`config.mk`:
```
export PLATFORM = sky130hd
export DESIGN_NAME = iic_target_regs
export DESIGN_NICKNAME = d
export VERILOG_FILES = /design/src/rtl/iic_pkg.sv /design/src/rtl/iic_in_filter.sv /design/src/rtl/iic_target_regs.sv
export SDC_FILE = /design/constraint.sdc
export NUM_CORES = 1
export LEC_CHECK = 0
export CORE_MARGIN = 2
export CORE_UTILIZATION = 45
export CTS_CLUSTER_DIAMETER = 100
export DETAILED_ROUTE_END_ITERATION = 12
export HOLD_SLACK_MARGIN = 0.1
export PLACE_DENSITY = 0.67
export SLEW_MARGIN = 20
export SYNTH_ARGS = -nofsm -noshare
export SYNTH_HDL_FRONTEND = slang
export SYNTH_SLANG_ARGS = --single-unit
```
`constraint.sdc`:
```
create_clock -name CLK -period 2.6 [get_ports CLK]
set_input_delay 0.78 -clock CLK [delete_from_list [all_inputs] [get_ports CLK]]
set_output_delay 0.78 -clock CLK [all_outputs]
set_load 0.01 [all_outputs]
```
`src/rtl/iic_pkg.sv`:
```
// Shared types and constants for the I2C target register block.
// FSM encoding, register-file size and bus acknowledge levels.
package iic_pkg;

    typedef enum logic [3:0] {
        IDLE,
        ADDR,
        ADDR_ACK,
        PTR,
        PTR_ACK,
        WDATA,
        WDATA_ACK,
        RDATA,
        RDATA_ACK,
        WAIT_STOP
    } iic_state_t;

    localparam int REG_COUNT = 16;

    localparam logic ACK  = 1'b0;
    localparam logic NACK = 1'b1;

endpackage

```
`src/rtl/iic_in_filter.sv`:
```
// Two-flop synchronizer plus glitch filter for one I2C line.
// Flops preset to 1 so reset looks like an idle bus.
module iic_in_filter #(
    parameter int unsigned FILT_LEN = 3
) (
    input  logic CLK,
    input  logic RESET_n,
    input  logic din,
    output logic dout
);

    localparam int unsigned CW = $clog2(FILT_LEN + 1);

    logic [1:0]    sync;
    logic [CW-1:0] cnt;

    // Bring the asynchronous pad level into the CLK domain.
    always_ff @(posedge CLK or negedge RESET_n) begin
        if (!RESET_n) begin
            sync <= 2'b11;
        end else begin
            sync <= {sync[0], din};
        end
    end

    // Accept a new level only after FILT_LEN identical samples.
    always_ff @(posedge CLK or negedge RESET_n) begin
        if (!RESET_n) begin
            dout <= 1'b1;
            cnt  <= '0;
        end else if (sync[1] == dout) begin
            cnt <= '0;
        end else if (cnt == CW'(FILT_LEN - 1)) begin
            dout <= sync[1];
            cnt  <= '0;
        end else begin
            cnt <= cnt + CW'(1);
        end
    end

endmodule

```
`src/rtl/iic_target_regs.sv`:
```
// I2C target exposing 16 byte registers with an auto-increment pointer.
// Fabric side gets a simple write port and a registered read port.
module iic_target_regs
    import iic_pkg::*;
#(
    parameter logic [6:0]  DEV_ADDR = 7'h50,
    parameter int unsigned FILT_LEN = 3
) (
    input  logic       CLK,
    input  logic       RESET_n,
    input  logic       SCL,
    input  logic       SDA_IN,
    output logic       SDA_OE,
    input  logic       LOC_WE,
    input  logic [3:0] LOC_ADDR,
    input  logic [7:0] LOC_WDATA,
    output logic [7:0] LOC_RDATA,
    output logic       WR_STROBE,
    output logic [3:0] WR_IDX,
    output logic       BUSY
);

    logic scl_f;
    logic sda_f;
    logic scl_d;
    logic sda_d;
    logic scl_rise;
    logic scl_fall;
    logic start_det;
    logic stop_det;

    iic_state_t state;
    iic_state_t state_n;

    logic [7:0] shift;
    logic [2:0] bitcnt;
    logic [3:0] ptr;
    logic [7:0] regs [REG_COUNT];

    logic [7:0] byte_in;
    logic       last_bit;
    logic       addr_hit;
    logic       oe_n;
    logic       shift_en;
    logic       commit;
    logic       ptr_load;
    logic       rd_load;
    logic       busy_set;

    iic_in_filter #(.FILT_LEN(FILT_LEN)) u_scl_filt (
        .CLK     (CLK),
        .RESET_n (RESET_n),
        .din     (SCL),
        .dout    (scl_f)
    );

    iic_in_filter #(.FILT_LEN(FILT_LEN)) u_sda_filt (
        .CLK     (CLK),
        .RESET_n (RESET_n),
        .din     (SDA_IN),
        .dout    (sda_f)
    );

    // Previous filtered levels for edge and START/STOP detection.
    always_ff @(posedge CLK or negedge RESET_n) begin
        if (!RESET_n) begin
            scl_d <= 1'b1;
            sda_d <= 1'b1;
        end else begin
            scl_d <= scl_f;
            sda_d <= sda_f;
        end
    end

    assign scl_rise  = scl_f & ~scl_d;
    assign scl_fall  = ~scl_f & scl_d;
    assign start_det = scl_f & scl_d & sda_d & ~sda_f;
    assign stop_det  = scl_f & scl_d & ~sda_d & sda_f;

    assign byte_in  = {shift[6:0], sda_f};
    assign last_bit = (bitcnt == 3'd7);
    assign addr_hit = (byte_in[7:1] == DEV_ADDR);

    // Protocol state register.
    always_ff @(posedge CLK or negedge RESET_n) begin
        if (!RESET_n) begin
            state <= IDLE;
        end else begin
            state <= state_n;
        end
    end

    // Next state, per-bit actions and the SDA level for the next low phase.
    always_comb begin
        state_n  = state;
        shift_en = 1'b0;
        commit   = 1'b0;
        ptr_load = 1'b0;
        rd_load  = 1'b0;
        busy_set = 1'b0;

        unique case (state)
            ADDR_ACK, PTR_ACK, WDATA_ACK: oe_n = ~ACK;
            RDATA:                        oe_n = ~shift[7];
            default:                      oe_n = 1'b0;
        endcase

        if (start_det) begin
            state_n = ADDR;
        end else if (stop_det) begin
            state_n = IDLE;
        end else if (scl_rise) begin
            unique case (state)
                ADDR: begin
                    shift_en = 1'b1;
                    if (last_bit) begin
                        if (addr_hit) begin
                            state_n  = ADDR_ACK;
                            busy_set = 1'b1;
                        end else begin
                            state_n = WAIT_STOP;
                        end
                    end
                end
                ADDR_ACK: begin
                    if (shift[0]) begin
                        rd_load = 1'b1;
                        state_n = RDATA;
                    end else begin
                        state_n = PTR;
                    end
                end
                PTR: begin
                    shift_en = 1'b1;
                    if (last_bit) begin
                        ptr_load = 1'b1;
                        state_n  = PTR_ACK;
                    end
                end
                PTR_ACK: state_n = WDATA;
                WDATA: begin
                    shift_en = 1'b1;
                    if (last_bit) begin
                        commit  = 1'b1;
                        state_n = WDATA_ACK;
                    end
                end
                WDATA_ACK: state_n = WDATA;
                RDATA: begin
                    shift_en = 1'b1;
                    if (last_bit) begin
                        state_n = RDATA_ACK;
                    end
                end
                RDATA_ACK: begin
                    if (sda_f == NACK) begin
                        state_n = WAIT_STOP;
                    end else begin
                        rd_load = 1'b1;
                        state_n = RDATA;
                    end
                end
                default: state_n = state;
            endcase
        end
    end

    // Shifter, bit counter, pointer, SDA drive and status outputs.
    always_ff @(posedge CLK or negedge RESET_n) begin
        if (!RESET_n) begin
            shift     <= 8'h00;
            bitcnt    <= 3'd0;
            ptr       <= 4'd0;
            SDA_OE    <= 1'b0;
            WR_STROBE <= 1'b0;
            WR_IDX    <= 4'd0;
            BUSY      <= 1'b0;
        end else begin
            WR_STROBE <= commit;
            if (commit) begin
                WR_IDX <= ptr;
            end
            if (start_det || stop_det) begin
                bitcnt <= 3'd0;
            end else if (shift_en) begin
                bitcnt <= bitcnt + 3'd1;
            end
            if (rd_load) begin
                shift <= regs[ptr];
            end else if (shift_en) begin
                shift <= byte_in;
            end
            if (ptr_load) begin
                ptr <= byte_in[3:0];
            end else if (commit || rd_load) begin
                ptr <= ptr + 4'd1;
            end
            if (scl_fall) begin
                SDA_OE <= oe_n;
            end
            if (stop_det) begin
                BUSY <= 1'b0;
            end else if (busy_set) begin
                BUSY <= 1'b1;
            end
        end
    end

    // Register file; the fabric write lands last so it wins a collision.
    always_ff @(posedge CLK or negedge RESET_n) begin
        if (!RESET_n) begin
            for (int i = 0; i < REG_COUNT; i++) begin
                regs[i] <= 8'h00;
            end
        end else begin
            if (commit) begin
                regs[ptr] <= byte_in;
            end
            if (LOC_WE) begin
                regs[LOC_ADDR] <= LOC_WDATA;
            end
        end
    end

    // Registered fabric read port.
    always_ff @(posedge CLK or negedge RESET_n) begin
        if (!RESET_n) begin
            LOC_RDATA <= 8'h00;
        end else begin
            LOC_RDATA <= regs[LOC_ADDR];
        end
    end

endmodule

```
Yosys cells after proc, flatten, opt, wreduce, memory -nomap -nowiden:

Cells that the tools add are included.

* latch bits: 0
* output and inout bits: 15
* bits in read-only memories: 0
* bits in writable memories: 0
* flip-flop bits (word level): 174
* word-level logic and storage cells: 154
* memories: 0

* order comparisons: 4
* $add $sub $neg: 4
* shifts and indexed selects: 0
* multiplexer cells: 63
* multiply operators: 0
* reductions and logical operators: 16
* bitwise gates (word level): 16
* divide/modulo/power cells: 0
* equal/unequal tests: 18

Operators with widths (number)
* bitwise mux 128 bit: 2
* 2-to-1 mux 128 bit: 2
* binary-select mux 8 bit (select 4 bit): 2
* demux 8 bit (select 4 bit): 2
* 2-to-1 mux 8 bit: 8
* 2-to-1 mux 4 bit: 11
* case mux 4 bit (7 select lines): 1
* 2-to-1 mux 1 bit: 26
* equality test 4 x 3 -> 1 bit (second input constant): 4
* != test 4 bit (second input constant): 4
* greater-or-equal comparator 5 bit (second input constant): 2
* less-than comparator 5 x 1 -> 1 bit (second input constant): 2
* inverter 4 -> 5 bit: 2
* 2-to-1 mux 3 bit: 3
* nonzero test 9 bit: 1
* equality test 4 x 2 -> 1 bit (second input constant): 2
* 2-to-1 mux 2 bit: 4
* nonzero test 2 bit: 4
* bitwise AND 1 bit: 7
* equality test 7 bit (second input constant): 1
* inverter 1 bit: 7
* AND reduction 6 bit: 1
* adder 2 x 1 -> 2 bit (second input constant): 2
* adder 4 x 1 -> 4 bit (second input constant): 1
* 14 further kinds: 20

Logic depth before layout (Yosys ltp):

Gate-level depths: netlist (run 1).

* word-level depth: 9
* gate-level depth with buffers: 8

Modules after synthesis:

Synthesis (run 1) repeated with hierarchy kept, for this count alone.

* cells, all modules: 918
* area, all modules: 10540.1 um^2

Modules (own cells, without submodules)
* iic_target_regs: sequential area each 4106.4 um^2, cells each 898, area an instance 10182.3 um^2, times used 1
* iic_in_filter: sequential area each 128.9 um^2, cells each 10, area an instance 178.9 um^2, times used 2

Least setup slack after synthesis (run 1):

OpenSTA, ideal clock, no wires.

* path type: input to register
* from: input port LOC_ADDR[0]
* to: register LOC_RDATA[0]
* arrival time: 2.095 ns
* stages on the path: 4
* library setup time: 0.138 ns
* setup slack: 0.367 ns
* required time: 2.462 ns
* cell sequence: buf_2 > buf_4 > mux4_2 > mux4_2

* longest elaborated chain between the ends: 4

Ends and longest elaborated chain
* from (decl): RTL line iic_target_regs.sv:15 `input logic [3:0] LOC_ADDR,`
* inverter 4 -> 5 bit (not written as such): RTL line iic_target_regs.sv:230 `LOC_RDATA <= regs[LOC_ADDR];`
* binary-select mux 8 bit (select 4 bit): RTL line iic_target_regs.sv:230
* 2-to-1 mux 8 bit (not written as such) (2 in a row): RTL line iic_target_regs.sv:230
* to (signal assigned): RTL line iic_target_regs.sv:230
* to (decl): RTL line iic_target_regs.sv:17 `output logic [7:0] LOC_RDATA,`

No other way between the ends. The select of a mux whose other input is x is not followed.
A chain may end at the register's enable or synchronous reset.

Worst setup path after layout (run 1):

* from: register ptr[0]
* to: register regs[22] (netlist bit)

* longest elaborated chain between the ends: 9
* elaborated cells between the ends (all ways): 10
* classes of those cells: order compare (2); mux (6); bitwise (1); reduce/logical (1)

Ends and longest elaborated chain
* from (decl): RTL line iic_target_regs.sv:37 `logic [3:0] ptr;`
* from (signal assigned): RTL line iic_target_regs.sv:194 `ptr <= byte_in[3:0];`
* from (signal assigned): RTL line iic_target_regs.sv:196 `ptr <= ptr + 4'd1;`
* inverter 4 -> 5 bit (not written as such) *: RTL line iic_target_regs.sv:217 `regs[ptr] <= byte_in;`
* greater-or-equal comparator 5 bit (not written as such) or less-than comparator 5 x 1 -> 1 bit (tied branches): RTL line iic_target_regs.sv:217
* logical AND 1 bit (not written as such): RTL line iic_target_regs.sv:217
* 2-to-1 mux 8 bit (not written as such): RTL line iic_target_regs.sv:217
* demux 8 bit (select 4 bit) *: RTL line iic_target_regs.sv:217
* bitwise mux 128 bit *: RTL line iic_target_regs.sv:217
* 2-to-1 mux 128 bit *: RTL line iic_target_regs.sv:216 `if (commit) begin`
* bitwise mux 128 bit: RTL line iic_target_regs.sv:220 `regs[LOC_ADDR] <= LOC_WDATA;`
* 2-to-1 mux 128 bit *: RTL line iic_target_regs.sv:219 `if (LOC_WE) begin`
* to (signal, indexed assignment): RTL line iic_target_regs.sv:217
* to (decl): RTL line iic_target_regs.sv:38 `logic [7:0] regs [REG_COUNT];`

Every way passes the cells marked *; elsewhere a longest branch is shown, timed or not.

==> metrics.yaml, run 1 <==
status: "finished clean"
synth.cell_area_sq_mm: 0.0103
arrival_ns: 2.68
portBuffers: 31
p_per_area_mw_per_mm2: 885
yosysWarnings: 0
wl_per_cell_microns: 23.4
post_cts_buffers: 0
timing.max_cap.violations: 0
clock-sinks: 174
clk_latency_ns: 0.44
core_area_sq_mm: 0.0225
p_total_mw: 10.3
rows: 55
die_w_microns: 155
grt_pass1_vias: 7430
slowest_delay_ns: 0.67
area_growth_pct: 13.0
crit_family: "flip-flops"
vias_per_cell: 6.08
timing.final.max_slew_violations: 0
syn_area_per_cell_sq_um: 11.2
synth_top_flop_cell: "dfrtp_1"
dp_hpwl_microns: 19800
critPathKind: "reg2reg"
hold_slack_ns: 0.220
worstPathRequired_ns: 2.91
root_buffer: "clkbuf_16"
cts_resized: 0
clkSlewWorstSetupHoldPaths_ns: 0.07
synth_enable_flop_cells: 0
start_kind: "flop"
cp_cell_sequence: "buf_4 -> ha_1 -> nand4_2 -> mux2i_1 -> a21oi_1"
wirelength_microns: 29100
layout_commonest_cell: "dfrtp_1"
critical-path-slowest-cell: "dfrtp_2"
layout-drive-gt1-share: 0.224
slew-limit-headroom: 0.641
period_minus_slack_ns: 2.37
vias: 7538
finalCritPeriodShare: 0.911
layout.nets: 965
fmax_mhz: 422
tns_ns: 0
ys_async_sr_fraction: 1.00
start_util: 0.457
antenna_found_initial: 0
ys_seq_elements: 174
synth_cell_types: 57
leakage_nw: 5.33
initialDrtViolationCount: 753
place.gp.congestion: 0.977
die_h_microns: 155
worstMarginPinSlew_ns: 0.532
grt.overflow.total: 0
postCtsHoldBufs: 0
cts_inserted_buffers: 17
htreeDepth: 4
die-area_sq_mm: 0.0241
grt_max_degree: 70
final_hold_viol_count: 0
setup_viol: 0
setup.worst_path.end_class: "flop"
hp-class: "in2async"
seq_area_frac_synth: 0.425
final_antenna_net_count: 0
antennaDiodeCount: 0
cp.buffers_inverters: 1
cts_tree: "done"
pin_count: 32
grt.total_usage: 0.254
drc: 0
finClkSkew_ns: 0.0167
cts_buffer_depth: 2
rsz0062_at_grt: "false"
ir_worst_vdd_mv: 0.471
synthCells: 917
layout_common_cells: "dfrtp_1, mux2i_1, nor2_1"
synth_nets: 940
crit_fanout: 13
grt_pass1_wl_microns: 45500
drt_pass1_iterations: 5
## logic make-up (layout without fill, tap and decap cells)
logic type	count (synthesis)	in the layout	share of synthesized area
buffers and inverters	94	132	0.0523
multiplexers	218	218	0.301
flip-flops	174	174	0.425
AO/OA/AOI/OAI	170	170	0.0904
adder cells (fa/ha/maj)	6	6	0.00730
AND/OR/NAND/NOR	248	248	0.118
XOR/XNOR	7	7	0.00596
## per-stage QoR
step	instance area [sq um]	cells	setup slack, ns	util
3_5_place_dp	11000	1208	0.0683	0.488
3_3_place_gp	11000	1208	0.0860	0.488
2_1_floorplan	10300	917	0.367	-
5_1_grt	11600	1240	0.118	0.516
4_1_cts	11600	1240	0.242	0.516
6_report	11600	1240	0.232	0.516
## state kept, by name, indices dropped and copies added, names as in the netlist, 2 cells and up
register         flops
LOC_RDATA            8
u_sda_filt.cnt       2
state                4
shift                8
WR_IDX               4
u_sda_filt.sync      2
u_scl_filt.cnt       2
bitcnt               3
regs               128
u_scl_filt.sync      2
ptr                  4
## Yosys cell counts, drive strengths merged, types with 2 or more instances
cell,n,share of area
ha,6,0.0073
nand4,5,0.0055
xnor2,5,0.0043
mux2,9,0.0099
and3b,2,0.0017
a211oi,3,0.0022
buf,38,0.022
mux2i,137,0.13
o21a,2,0.0015
o21ai,66,0.032
dfstp,8,0.020
and3,3,0.0018
nand2b,3,0.0018
mux4,72,0.16
nand3,31,0.021
xor2,2,0.0017
or3b,3,0.0026
or4b,2,0.0023
nor3,5,0.0024
a22oi,8,0.0058
inv,5,0.0018
nand2,81,0.030
nor4,2,0.0018
nor2b,11,0.0067
a21oi,82,0.041
nor2,90,0.033
and4bb,2,0.0024
dfrtp,166,0.40
clkbuf,51,0.029
nor3b,4,0.0029
## worst paths after layout
kind	to	cells past startpoint	slack, ns	from
min in group CLK	u_sda_filt.sync[1]	0	0.36	u_sda_filt.sync[0]
min	regs[37]	1	0.22	RESET_n
max reg2reg	regs[22]	5	0.23	ptr[0]
max in group asynchronous	u_sda_filt.dout	2	1.59	RESET_n
max	regs[22]	5	0.23	ptr[0]
min reg2reg	u_sda_filt.sync[1]	0	0.36	u_sda_filt.sync[0]
## final cells by class
type                            count  area (sq um)
Timing Repair Buffer               95           857
Sequential cell                   174          4370
Multi-Input combinational cell    649          5380
Tap cell                          285           357
Clock inverter                     15           208
Fill cell                        1949         10900
Clock buffer                       17           425
Inverter                            5          18.8
## report_power, final
part,switching [mW],internal (mW)
combinational,1.81,1.63
clock,1.16,1.63
sequential,0.672,3.38
total,3.64,6.64
## metal layers
layer	up-vias	track usage	wire length, microns
li1	3387	-	-
met1	3732	0.353	12000
met2	353	0.380	13100
met3	66	0.0755	2890
met4	0	0.0873	1030
met5	-	0	0
Power figures use the tool's default switching activity.
==> inputs of run 2 (changes only) <==
Settings changed: MAX_ROUTING_LAYER from default to met4, PLACE_DENSITY 0.67 to default.
==> metrics.yaml, run 2 (synthesis results as in run 1) <==
finClkSkew_ns: 0.00971  # -0.00702 ns
p_per_area_mw_per_mm2: 874  # -1.2%
die_w_microns: 155  # unchanged
layout_commonest_cell: "dfrtp_1"
leakage_nw: 5.35  # +0.34%
vias_per_cell: 6.00  # -1.4%
tns_ns: 0  # unchanged
fmax_mhz: 428  # +1.4%
slew-limit-headroom: 0.393  # -0.248
dp_hpwl_microns: 20000  # +1.1%
rows: 55  # unchanged
grt_pass1_wl_microns: 44800  # -1.4%
grt_pass1_vias: 7240  # -2.6%
root_buffer: "clkbuf_16"
final_antenna_net_count: 0  # unchanged
layout.nets: 965  # unchanged
ff2ff_path_depth: 6  # +1
wl_per_cell_microns: 23.0  # -2.0%
ir_worst_vdd_mv: 0.420  # -11%
start_kind: "flop"
final_hold_viol_count: 0  # unchanged
area_growth_pct: 13.4
largest_reg_flops: 128  # unchanged
crit_fanout: 20  # +7
postCtsHoldBufs: 0  # unchanged
finalWorstSetupSlack_ns: 0.264  # +0.0324 ns
place.gp.congestion: 0.906  # -7.3%
arrival_ns: 2.64  # -0.04 ns
critPathKind: "reg2reg"
crit_start: "u_scl_filt.dout"
setup.worst_path.end_class: "flop"
status: "finished clean"
antenna_found_initial: 0  # unchanged
htreeDepth: 4  # unchanged
grt.overflow.total: 0  # unchanged
hold_slack_ns: 0.276  # +0.0560 ns
start_util: 0.457  # unchanged
die_h_microns: 155  # unchanged
clkSlewWorstSetupHoldPaths_ns: 0.07  # about the same
timing.max_cap.violations: 0  # unchanged
r2r_start: "u_scl_filt.dout"
timing.final.max_slew_violations: 0  # unchanged
nFillCells: 1997  # +2.5%
die-area_sq_mm: 0.0241  # unchanged
initialDrtViolationCount: 767  # +1.9%
layout-drive-gt1-share: 0.226  # +0.00209
antennaDiodeCount: 0  # unchanged
period_minus_slack_ns: 2.34  # -0.0324 ns
vias: 7435  # -1.4%
reg.largest.list: "regs (128), LOC_RDATA (8), shift (8)"
post_cts_buffers: 0  # unchanged
drc: 0  # unchanged
cts_resized: 0  # unchanged
worstPathRequired_ns: 2.91  # about the same
cts_inserted_buffers: 17  # unchanged
wirelength_microns: 28500  # -2.0%
finalCritPeriodShare: 0.898  # -0.0124
layout_common_cells: "dfrtp_1, mux2i_1, nor2_1"
dp_worst_setup_slack_ns: 0.150  # +0.0817 ns
cts_buffer_depth: 2  # unchanged
r2r_slack_ns: 0.26  # +0.03 ns
largest-register: "regs"
pin_count: 32  # unchanged
grt.total_usage: 0.256  # +0.00240
clock-sinks: 174  # unchanged
rsz0062_at_grt: "false"
portBuffers: 31  # unchanged
cts_tree: "done"
hp-class: "in2async"
worstMarginPinSlew_ns: 0.909  # +0.378 ns
grt_max_degree: 46  # -34%
clk_latency_ns: 0.44  # about the same
core_area_sq_mm: 0.0225  # unchanged
reg2reg_to: "regs[4]"
setup_viol: 0  # unchanged
drt_pass1_iterations: 5  # unchanged
run 2: changes by cell type in the layout (fill, tap and decap cells not counted), sizes merged:
cell / delta
clkinv: -3
inv: +2
clkinvlp: +1
bufinv: -1
clkbuf: +1
run 2: metrics by stage:
step	cell area (sq um)	power (mW)	utilization	cells
after floorplan	10300	6.25	-	917
after global placement	11000	7.38	0.490	1208
after detailed placement	11000	7.44	0.490	1208
after CTS	11700	10.2	0.518	1240
after global routing	11700	10.7	0.518	1240
final	11700	10.2	0.518	1240
run 2: cell type report:
type,count,area [sq um],area share
clock inverters,14,181,0.0156
clock buffers,18,439,0.0377
flip-flops and latches,174,4370,0.375
multi-input cells,649,5390,0.462
well taps,285,357,0.0306
inverters,5,18.8,0.00161
repair buffers,95,907,0.0778
run 2: worst max path at each step:
stage	to	slack, ns	cells after the start
2_1_floorplan	LOC_RDATA[0]	0.37	4
3_3_place_gp	regs[123]	0.13	5
6_report	regs[4]	0.26	6
4_1_cts	regs[4]	0.29	6
5_1_grt	regs[4]	0.13	6
3_5_place_dp	LOC_RDATA[7]	0.15	4
run 2: power breakdown:
| group | internal, mW | switching [mW] |
|---|---|---|
| clock | 1.56 | 1.17 |
| combinational | 1.64 | 1.72 |
| sequential | 3.39 | 0.705 |
| total | 6.59 | 3.60 |
run 2: worst max-delay path, stage by stage (launching register included):
cell     delay (ns)
dfstp_2        0.63
nor2b_1        0.23
and3_1         0.18
buf_4          0.31
nand4_2        0.43
mux2i_1        0.31
a21oi_1        0.10
run 2: metal layers:
layer,vias to the layer above,wire length (microns),GRT usage
li1,3390,-,-
met5,-,0,-
met1,3733,12900,0.369
met2,287,13100,0.382
met4,0,359,0.0542
met3,25,2080,0.0465
==> inputs of run 3 (changes only) <==
Settings changed: CORE_ASPECT_RATIO from default to 1.75.
==> metrics.yaml, run 3 (synthesis results as in run 1) <==
timing.max_cap.violations: 0  # unchanged
final_antenna_net_count: 0  # unchanged
final_hold_viol_count: 0  # unchanged
worstMarginPinSlew_ns: 0.653  # -0.256 ns
hold_slack_ns: 0.241  # -0.0354 ns
clk_latency_ns: 0.46  # +0.02 ns
dp_worst_setup_slack_ns: 0.0693  # -0.0808 ns
cts_resized: 0  # unchanged
ir_worst_vdd_mv: 0.516  # +23%
grt.overflow.total: 0  # unchanged
dpl.cell_count: 1224  # +1.3%
die_w_microns: 118  # -24%
wl_per_cell_microns: 25.5  # +11%
cp_cell_sequence: "inv_1 -> ha_1 -> nand4_2 -> mux2i_1 -> o21ai_0"
layout.nets: 966  # +0.10%
cts_buffer_depth: 2  # unchanged
rows: 73  # +33%
drc: 0  # unchanged
r2r_start: "ptr[0]"
final_util: 0.513  # -0.00543
start_kind: "flop"
finClkSkew_ns: 0.0133  # +0.00362 ns
fmax_mhz: 420  # -1.9%
final-instance-count-excl-fill: 1256  # +1.3%
met2_length_microns: 17000  # +30%
cp.buffers_inverters: 1  # unchanged
dp_hpwl_microns: 22100  # +11%
clkSlewWorstSetupHoldPaths_ns: 0.07  # about the same
leakage_nw: 5.30  # -0.98%
postCtsHoldBufs: 0  # unchanged
place.gp.congestion: 0.936  # +3.3%
start_util: 0.456  # -0.00117
grt_pass1_vias: 7741  # +6.9%
finalCritPeriodShare: 0.915  # +0.0171
tns_ns: 0  # unchanged
die-area_sq_mm: 0.0241  # +0.19%
layout-drive-gt1-share: 0.223  # -0.00337
layout_commonest_cell: "dfrtp_1"
setup.worst_path.end_class: "flop"
arrival_ns: 2.72  # +0.08 ns
post_cts_buffers: 0  # unchanged
largest-register: "regs"
wl_met1_microns: 11400  # -12%
top_layer_used: "met4"
grt_max_degree: 53  # +15%
critPathKind: "reg2reg"
vias_per_cell: 6.03  # +0.55%
routed-wl-met3_microns: 1730  # -17%
vias: 7572  # +1.8%
largest_reg_flops: 128  # unchanged
clock-sinks: 174  # unchanged
crit_family: "flip-flops"
antennaDiodeCount: 0  # unchanged
period_minus_slack_ns: 2.38  # +0.0444 ns
pin_count: 32  # unchanged
grt_pass1_wl_microns: 48700  # +8.5%
setup_viol: 0  # unchanged
area_growth_pct: 12.5
layout_common_cells: "dfrtp_1, mux2i_1, nor2_1"
antenna_found_initial: 0  # unchanged
cts_tree: "done"
die_h_microns: 204  # +31%
finalWorstSetupSlack_ns: 0.220  # -0.0444 ns
initialDrtViolationCount: 566  # -26%
crit_fanout: 19  # -5.0%
cts_inserted_buffers: 17  # unchanged
worstPathRequired_ns: 2.94  # +0.03 ns
critical-path-slowest-cell: "dfrtp_2"
drt_pass1_iterations: 5  # unchanged
timing.final.max_slew_violations: 0  # unchanged
slew-limit-headroom: 0.565  # +0.172
htreeDepth: 4  # unchanged
grt.total_usage: 0.285  # +0.0288
portBuffers: 31  # unchanged
reg.largest.list: "regs (128), LOC_RDATA (8), shift (8)"
crit_start: "ptr[0]"
p_per_area_mw_per_mm2: 871  # -0.39%
root_buffer: "clkbuf_16"
wirelength_microns: 32000  # +12%
core_area_sq_mm: 0.0226  # +0.26%
slowest_delay_ns: 0.63  # about the same
rsz0062_at_grt: "false"
hp-class: "in2async"
status: "finished clean"
## run 3: cell count changes in the layout (fill, tap and decap cells not counted), moves of 3 or more
cell      before  now
buf_12        10    6
buf_4         54   59
inv_6          4    0
clkbuf_1       0    3
## run 3: per-layer routing
layer	vias to the layer above	GRT usage
met3	98	0.0483
met2	324	0.487
met4	0	0.162
met1	3767	0.312
met5	-	-
li1	3383	-
## run 3: path summary, 6_finish.rpt
path	endpoint	slack, ns	cells after the start
worst max-delay path	regs[28]	0.22	5
worst min-delay path	u_sda_filt.cnt[0]	0.24	1
worst max register to register	regs[28]	0.22	5
worst min register to register	u_sda_filt.sync[1]	0.36	0
max in group asynchronous	sda_d	1.71	2
min in group CLK	u_sda_filt.sync[1]	0.36	0
## run 3: layout make-up
cell class                      count  area [sq um]
Fill cell                        2033         11000
Clock inverter                     10          90.1
Tap cell                          300           375
Timing Repair Buffer               96           865
Clock buffer                       22           464
Sequential cell                   174          4370
Inverter                            5          18.8
Multi-Input combinational cell    649          5380
## run 3: report_power, final
part | internal, mW | total [mW] | switching, mW
Clock | 1.36 | 2.50 | 1.13
Sequential | 3.39 | 4.17 | 0.780
Combinational | 1.64 | 3.40 | 1.76
## run 3: through the flow
stage,cell area (sq um),power (mW)
2_1_floorplan,10300,6.25
3_3_place_gp,11000,7.51
3_5_place_dp,11000,7.58
4_1_cts,11600,10.1
5_1_grt,11600,10.5
6_report,11600,10.1
